<file path="src/rtl/dlfloat_pkg.sv">
// Shared DLFloat16 definitions: field widths, special encodings, the
// operand struct, the dot-product FSM states and the common result packer
// that applies the overflow / underflow rules.
package dlfloat_pkg;

  localparam int EXP_W = 6;
  localparam int MAN_W = 9;
  localparam int BIAS  = 31;

  localparam logic [15:0] DLF_NAN  = 16'hFFFF;
  localparam logic [15:0] DLF_ZERO = 16'h0000;

  // {sign, biased exponent, mantissa without the hidden one}
  typedef struct packed {
    logic             sign;
    logic [EXP_W-1:0] exp;
    logic [MAN_W-1:0] man;
  } dlf_t;

  // Packed result plus the overflow indication raised while packing
  typedef struct packed {
    logic ovf;
    dlf_t val;
  } dlf_pack_t;

  typedef enum logic [1:0] {
    ACCUM = 2'd0,
    DRAIN = 2'd1,
    HOLD  = 2'd2
  } state_t;

  // Turn a sign, a widened signed exponent and a truncated mantissa into a
  // DLFloat16 word. Exponents above the top code (or the top code with an
  // all-ones mantissa, which would alias NaN) saturate to NaN and flag
  // overflow. Non-positive exponents either flush to zero or keep their low
  // bits, which reproduces the legacy wrapping behaviour.
  function automatic dlf_pack_t dlf_finish(input logic              sign,
                                           input logic signed [7:0] e,
                                           input logic [MAN_W-1:0]  man,
                                           input logic              flush);
    dlf_pack_t r;
    r.ovf = 1'b0;
    r.val = dlf_t'(DLF_ZERO);
    if ((e > 8'sd63) || ((e == 8'sd63) && (man == '1))) begin
      r.ovf = 1'b1;
      r.val = dlf_t'(DLF_NAN);
    end else if ((e <= 8'sd0) && flush) begin
      r.val = dlf_t'(DLF_ZERO);
    end else begin
      r.val.sign = sign;
      r.val.exp  = e[EXP_W-1:0];
      r.val.man  = man;
    end
    return r;
  endfunction

endpackage

</file>
<file path="src/rtl/dlfloat_add_core.sv">
// Combinational DLFloat16 adder. Zero and NaN operands short-circuit; the
// smaller magnitude is aligned by truncating right shift, magnitudes are
// added or subtracted, and the result is renormalised through an 11-bit
// leading-one detect. nan reports a NaN operand or an overflowed sum, ovf
// reports the overflow alone.
module dlfloat_add_core
  import dlfloat_pkg::*;
#(
  parameter bit FLUSH_SUBNORM = 1'b1
) (
  input  logic [15:0] a,
  input  logic [15:0] b,
  output logic [15:0] sum,
  output logic        nan,
  output logic        ovf
);

  dlf_t                big;
  dlf_t                sml;
  logic [EXP_W-1:0]    d;
  logic [MAN_W:0]      ms;
  logic [MAN_W+1:0]    mb;
  logic [MAN_W+1:0]    ms_sh;
  logic [MAN_W+1:0]    r;
  logic [3:0]          k;
  logic [MAN_W+1:0]    norm;
  logic signed [7:0]   e;
  dlf_pack_t           pk;

  // Align, add/subtract, renormalise and pack in one combinational pass
  always_comb begin
    sum = DLF_ZERO;
    nan = 1'b0;
    ovf = 1'b0;
    pk  = '0;

    // Larger magnitude first; ties keep a, which only matters for sign when
    // the magnitudes cancel to exactly zero anyway.
    if (b[14:0] > a[14:0]) begin
      big = dlf_t'(b);
      sml = dlf_t'(a);
    end else begin
      big = dlf_t'(a);
      sml = dlf_t'(b);
    end

    d     = big.exp - sml.exp;
    ms    = {1'b1, sml.man};
    ms_sh = (d >= 6'd10) ? '0 : {1'b0, ms >> d};
    mb    = {2'b01, big.man};
    r     = (big.sign == sml.sign) ? (mb + ms_sh) : (mb - ms_sh);

    k = 4'd0;
    for (int i = 0; i < MAN_W + 2; i++) begin
      if (r[i]) k = 4'(i);
    end

    // Leading one lands on bit 10; the hidden one is then bit 10 and the
    // stored mantissa sits in bits 9:1.
    norm = r << (4'd10 - k);
    e    = $signed({2'b00, big.exp}) + $signed({4'b0000, k}) - 8'sd9;

    if ((a == DLF_NAN) || (b == DLF_NAN)) begin
      sum = DLF_NAN;
      nan = 1'b1;
    end else if (a == DLF_ZERO) begin
      sum = b;
    end else if (b == DLF_ZERO) begin
      sum = a;
    end else if (r == '0) begin
      sum = DLF_ZERO;
    end else begin
      pk  = dlf_finish(big.sign, e, MAN_W'(norm >> 1), FLUSH_SUBNORM);
      sum = pk.val;
      nan = pk.ovf;
      ovf = pk.ovf;
    end
  end

endmodule

</file>
<file path="src/rtl/dlfloat_dot_mac.sv">
// Streaming DLFloat16 dot-product engine. Operand pairs are multiplied into
// a product register, the product is added into the accumulator on the
// following cycle, and the vector closed by in_last is presented on the
// output port until it is taken, after which accumulation restarts at zero.
//
// Handshakes: a transfer happens on a rising clk edge where valid and ready
// are both high. in_ready depends only on state and rst, never on in_valid;
// out_valid depends only on state, never on out_ready. Once out_valid is
// high, out_data/out_count/out_nan/out_ovf hold until the output transfer.
module dlfloat_dot_mac
  import dlfloat_pkg::*;
#(
  parameter int CNT_W         = 8,
  parameter bit FLUSH_SUBNORM = 1'b1
) (
  input  logic             clk,
  input  logic             rst,
  input  logic             in_valid,
  output logic             in_ready,
  input  logic [15:0]      in_a,
  input  logic [15:0]      in_b,
  input  logic             in_last,
  output logic             out_valid,
  input  logic             out_ready,
  output logic [15:0]      out_data,
  output logic [CNT_W-1:0] out_count,
  output logic             out_nan,
  output logic             out_ovf
);

  state_t            state;
  logic              in_fire;

  // Multiplier (combinational, in front of the product register)
  logic [MAN_W:0]    ma;
  logic [MAN_W:0]    mb;
  logic [19:0]       mp;
  logic signed [7:0] me;
  logic [MAN_W-1:0]  mm;
  dlf_pack_t         mpk;
  logic [15:0]       prod_c;
  logic              prod_nan_c;
  logic              prod_ovf_c;

  // Product register
  logic              p_vld;
  logic              p_last;
  logic [15:0]       p_data;
  logic              p_nan;
  logic              p_ovf;

  // Accumulator and per-vector status
  logic [15:0]       acc;
  logic [CNT_W-1:0]  count;
  logic              nan_f;
  logic              ovf_f;
  logic [15:0]       add_sum;
  logic              add_nan;
  logic              add_ovf;

  assign in_ready  = (state == ACCUM) && !rst;
  assign in_fire   = in_valid && in_ready;
  assign out_valid = (state == HOLD);
  assign out_data  = acc;
  assign out_count = count;
  assign out_nan   = nan_f;
  assign out_ovf   = ovf_f;

  // Multiply the incoming pair: 10x10 mantissa product, normalise on bit 19,
  // truncate, then apply the special-operand and range rules
  always_comb begin
    ma = {1'b1, in_a[MAN_W-1:0]};
    mb = {1'b1, in_b[MAN_W-1:0]};
    mp = ma * mb;
    me = $signed({2'b00, in_a[14:9]}) + $signed({2'b00, in_b[14:9]}) - 8'(BIAS);
    if (mp[19]) me = me + 8'sd1;
    mm  = mp[19] ? MAN_W'(mp >> 10) : MAN_W'(mp >> 9);
    mpk = dlf_finish(in_a[15] ^ in_b[15], me, mm, FLUSH_SUBNORM);

    prod_c     = mpk.val;
    prod_nan_c = mpk.ovf;
    prod_ovf_c = mpk.ovf;
    if ((in_a == DLF_NAN) || (in_b == DLF_NAN)) begin
      prod_c     = DLF_NAN;
      prod_nan_c = 1'b1;
      prod_ovf_c = 1'b0;
    end else if ((in_a == DLF_ZERO) || (in_b == DLF_ZERO)) begin
      prod_c     = DLF_ZERO;
      prod_nan_c = 1'b0;
      prod_ovf_c = 1'b0;
    end
  end

  // Register the product of each accepted pair with its framing marker
  always_ff @(posedge clk) begin
    if (rst) begin
      p_vld  <= 1'b0;
      p_last <= 1'b0;
      p_data <= DLF_ZERO;
      p_nan  <= 1'b0;
      p_ovf  <= 1'b0;
    end else begin
      p_vld <= in_fire;
      if (in_fire) begin
        p_last <= in_last;
        p_data <= prod_c;
        p_nan  <= prod_nan_c;
        p_ovf  <= prod_ovf_c;
      end
    end
  end

  dlfloat_add_core #(
    .FLUSH_SUBNORM(FLUSH_SUBNORM)
  ) u_add (
    .a  (acc),
    .b  (p_data),
    .sum(add_sum),
    .nan(add_nan),
    .ovf(add_ovf)
  );

  // Vector FSM with the accumulator, pair counter and sticky flags
  always_ff @(posedge clk) begin
    if (rst) begin
      state <= ACCUM;
      acc   <= DLF_ZERO;
      count <= '0;
      nan_f <= 1'b0;
      ovf_f <= 1'b0;
    end else begin
      if (p_vld) begin
        acc   <= add_sum;
        nan_f <= nan_f | p_nan | add_nan;
        ovf_f <= ovf_f | p_ovf | add_ovf;
      end
      if (in_fire && (count != '1)) begin
        count <= count + 1'b1;
      end
      case (state)
        ACCUM: begin
          if (in_fire && in_last) state <= DRAIN;
        end
        DRAIN: begin
          // The closing product is being added this cycle
          if (p_last) state <= HOLD;
        end
        HOLD: begin
          if (out_ready) begin
            state <= ACCUM;
            acc   <= DLF_ZERO;
            count <= '0;
            nan_f <= 1'b0;
            ovf_f <= 1'b0;
          end
        end
        default: state <= ACCUM;
      endcase
    end
  end

endmodule

</file>
<file path="config.mk">
export PLATFORM = sky130hd
export DESIGN_NAME = dlfloat_dot_mac
export DESIGN_NICKNAME = d
export VERILOG_FILES = /design/src/rtl/dlfloat_pkg.sv /design/src/rtl/dlfloat_add_core.sv /design/src/rtl/dlfloat_dot_mac.sv
export SDC_FILE = /design/constraint.sdc
export NUM_CORES = 1
export LEC_CHECK = 0
export CORE_UTILIZATION = 44
export CTS_CLUSTER_DIAMETER = 200
export DETAILED_ROUTE_END_ITERATION = 6
export PLACE_DENSITY = 0.63
export SYNTH_ARGS = -nofsm -noshare
export SYNTH_HDL_FRONTEND = slang
export SYNTH_SLANG_ARGS = --single-unit
</file>
<file path="constraint.sdc">
create_clock -name clk -period 12.18 [get_ports clk]
set_input_delay 2.436 -clock clk [delete_from_list [all_inputs] [get_ports clk]]
set_output_delay 2.436 -clock clk [all_outputs]
set_load 0.01 [all_outputs]
</file>
==> flow_metrics.py <==
metrics = {
    "finish": {
        "design.final.nets": 1450,
        "drive_above_1_share_pct": 5.675,
        "area_delta_synth_final_pct": 10.01,
        "antenna-diode-count": 0,
        "fin_cells": 1526,
        "fin_area_mm2": 0.01057,
        "n_fill_cell": 2097,
    },
    "synthesis": {
        "synthAdderAreaFrac_pct": 26.32,
        "synth_edf_count": 0,
        "synth-simple-area-share_pct": 24.29,
        "async_reset_ff_share_pct": 0,
        "synthesis.area_mm2": 0.009610,
        "synth_top_cell_by_area": "fa_1",
        "synth.avg_cell_area_um2": 7.775,
        "netlist_instances": 1236,
        "yosysSeqAreaShare_pct": 9.999,
        "synth_top_family_by_area": "adder cells",
        "mux_share_of_post_synthesis_cell_area_pct": 6.640,
        "yosys_warnings": 0,
        "synth_compound_area_share_pct": 20.61,
        "synth.top_cell.area_share_pct": 13.33,
        "synth_xor_area_share_pct": 4.817,
        "synth.top_cells.by_count": "124 x nand2_1, 113 x inv_1, 99 x ha_1",
        "synth-seq-cells": 48,
        "syn-num-nets": 1436,
        "yosys_most_used_dff": "dfxtp_1",
        "synth.top_cells.by_area": "fa_1 13%, ha_1 13%, dfxtp_1 10%, nand2_1 4.8%, inv_1 4.4%",
        "synth.lib_cells_used.distinct": 84,
        "synth.most_common_cell": "nand2_1",
    },
    "detailed_routing": {
        "drc": 0,
        "wirelength_um": 28630,
        "routed_wire_length_per_instance_um": 18.76,
        "route.detailed.vias_per_inst": 6.057,
        "drt-initial-drc-count": 664,
        "detailroute.via_count": 9243,
        "dr.pass1.iters": 6,
        "drtAntennaViolNets": 0,
    },
    "floorplan": {
        "floorplan.die_area_mm2": 0.02244,
        "rows": 53,
        "floorplan.core_area_mm2": 0.02122,
        "io_pins": 65,
        "die-width_um": 149.8,
        "starting_density_of_the_core_pct": 45.29,
        "die_y_um": 149.8,
    },
    "clock_network": {
        "clk_path_buf_depth": 2,
        "cts.root.buffer_cell": "clkbuf_16",
        "cts_resized": 0,
        "cts_max_level": 2,
        "clkTransAtPathRegs_ps": 70,
        "post_cts_hold_fix_bufs": 0,
        "clock_tree_from_tritoncts": "yes",
        "cts_setup_buffers": 0,
        "sinks_on_the_clock_net": 48,
        "clk_latency_ps": 290,
        "numCtsBuffers": 5,
    },
    "sta": {
        "clock_skew_ps": 4.390,
        "finalHoldViolCount": 0,
        "max_slew.worst_pin.slew_ps": 1188,
        "max_freq_mhz": 89.79,
        "final_min_period_over_clock_period_pct": 91.43,
        "report.final.setup_viol": 0,
        "finalSetupTns_ps": 0,
        "report.final.slew_viol_count": 0,
        "timing.slew.headroom_pct": 20.60,
        "finalCriticalPeriod_ps": 11140,
        "rsz0062_at_grt": "no",
    },
    "setup_path": {
        "worstSetupEndpointType": "register",
        "startpoint_type": "register",
        "timing_worst_setup_path_type": "reg -> reg",
        "reg2regPathDepth": 50,
        "crit_path_top_delay_cell": "a21o_1",
        "worstPathArrival_ps": 11350,
        "worst-endpoint-required_ps": 12390,
        "largest_fanout_of_any_net_on_the_critical_path": 27,
        "cp_peak_stage_delay_ps": 620,
    },
    "global_route": {
        "vias_in_the_first_global_route": 8750,
        "overflow": 0,
        "track_usage_pct": 26.29,
        "global_route_wire_length_before_repair_um": 46600,
        "initial_antenna_violation_count": 0,
        "pin_count_of_the_biggest_net_entering_global_routing": 40,
    },
    "worst_hold_path": {
        "min-delay-path-class": "reg -> reg",
        "holdPathStages": 1,
    },
    "status": {
        "result_of_the_run": "complete, no violations",
    },
    "placement": {
        "place_congestion": 0.9208,
        "place_inst": 1518,
        "final_hpwl_dp_um": 21970,
        "io_buffer_count": 64,
        "placed_area_mm2": 0.01039,
    },
    "job": {
        "timing.max_cap.violations": 0,
    },
}
critical path: cells and delay by family, from the launching register on:
family / cells / cell delay, ps
compound gates: 15 / 3250
xor+xnor: 3 / 440
fa+ha+maj: 7 / 2260
buf+inv: 7 / 910
flops: 1 / 570
mux: 2 / 570
simple gates: 16 / 3040
placed cells by master, fill, tap and decap left out, types with 5 or more instances in the layout:
cell             instances
nand2_1                124
inv_1                  113
ha_1                    99
nor2_1                  96
o21ai_0                 71
fa_1                    64
clkdlybuf4s50_1         64
and2_1                  55
dfxtp_1                 48
a21oi_1                 44
xnor2_1                 33
mux2i_1                 29
nand3_1                 26
nor4_1                  26
nand4_1                 25
nor3_1                  24
a211oi_1                23
a31oi_1                 23
a21o_1                  20
xor2_1                  18
nand2b_1                16
nor2b_1                 14
or2_2                   11
o211ai_1                11
mux2_2                  10
mux4_2                  10
o31ai_1                  9
buf_4                    9
o21a_1                   8
a22oi_1                  7
o21bai_1                 6
or3_1                    6
a221oi_1                 6
and3_1                   6
a22o_1                   5
and4_1                   5
o211a_1                  5
clkbuf_16                5
metal layers:
| metal | routed length [µm] | GRT usage, % |
|---|---|---|
| met5 | 0 | 0 |
| met4 | 524 | 6.010 |
| met3 | 2332 | 3.445 |
| met2 | 12440 | 40.58 |
| met1 | 13330 | 38.55 |
kinds of logic after synthesis:
family,Yosys count
AND/OR/NAND/NOR,458
AO/OA/AOI/OAI,285
buffers and inverters,179
adder cells (fa/ha/maj),164
XOR/XNOR,52
multiplexers,50
flip-flops,48
sequential cells by signal, indices dropped and copies added, names as in the netlist:
name,flops
p_data,16
out_ovf,1
p_nan,1
state,2
out_count,8
p_ovf,1
p_vld,1
p_last,1
out_data,16
out_nan,1
final cells by class:
type                            instances  area [µm²]  area share [%]
Sequential cell                        48       960.9           9.089
Clock buffer                            6       138.9           1.314
Inverter                              113       424.2           4.012
Tap cell                              275       344.1           3.254
Timing Repair Buffer                   73       708.2           6.698
Multi-Input combinational cell       1009        7958           75.27
Clock inverter                          2       38.79          0.3669
metrics by stage:
stage	util (%)	hold slack [ps]	setup slack [ps]
final	49.82	475.0	1043
after global routing	49.82	509.7	61.03
after CTS	49.81	478.3	994.1
after detailed placement	48.97	468.7	1015
after global placement	48.97	464.1	1432
after floorplan	-	435.7	2474
worst paths after layout:
check                         start                      to  slack, ps
max          out_data[9]$_SDFF_PP0_  out_data[3]$_SDFF_PP0_       1040
min           state[1]$_SDFFE_PP0P_   state[0]$_SDFFE_PP0P_        480
max reg2reg  out_data[9]$_SDFF_PP0_  out_data[3]$_SDFF_PP0_       1040
min reg2reg   state[1]$_SDFFE_PP0P_   state[0]$_SDFFE_PP0P_        480
Power is not shown: default switching activity piles up to over one toggle a cycle in this logic, so the estimate is an artifact.
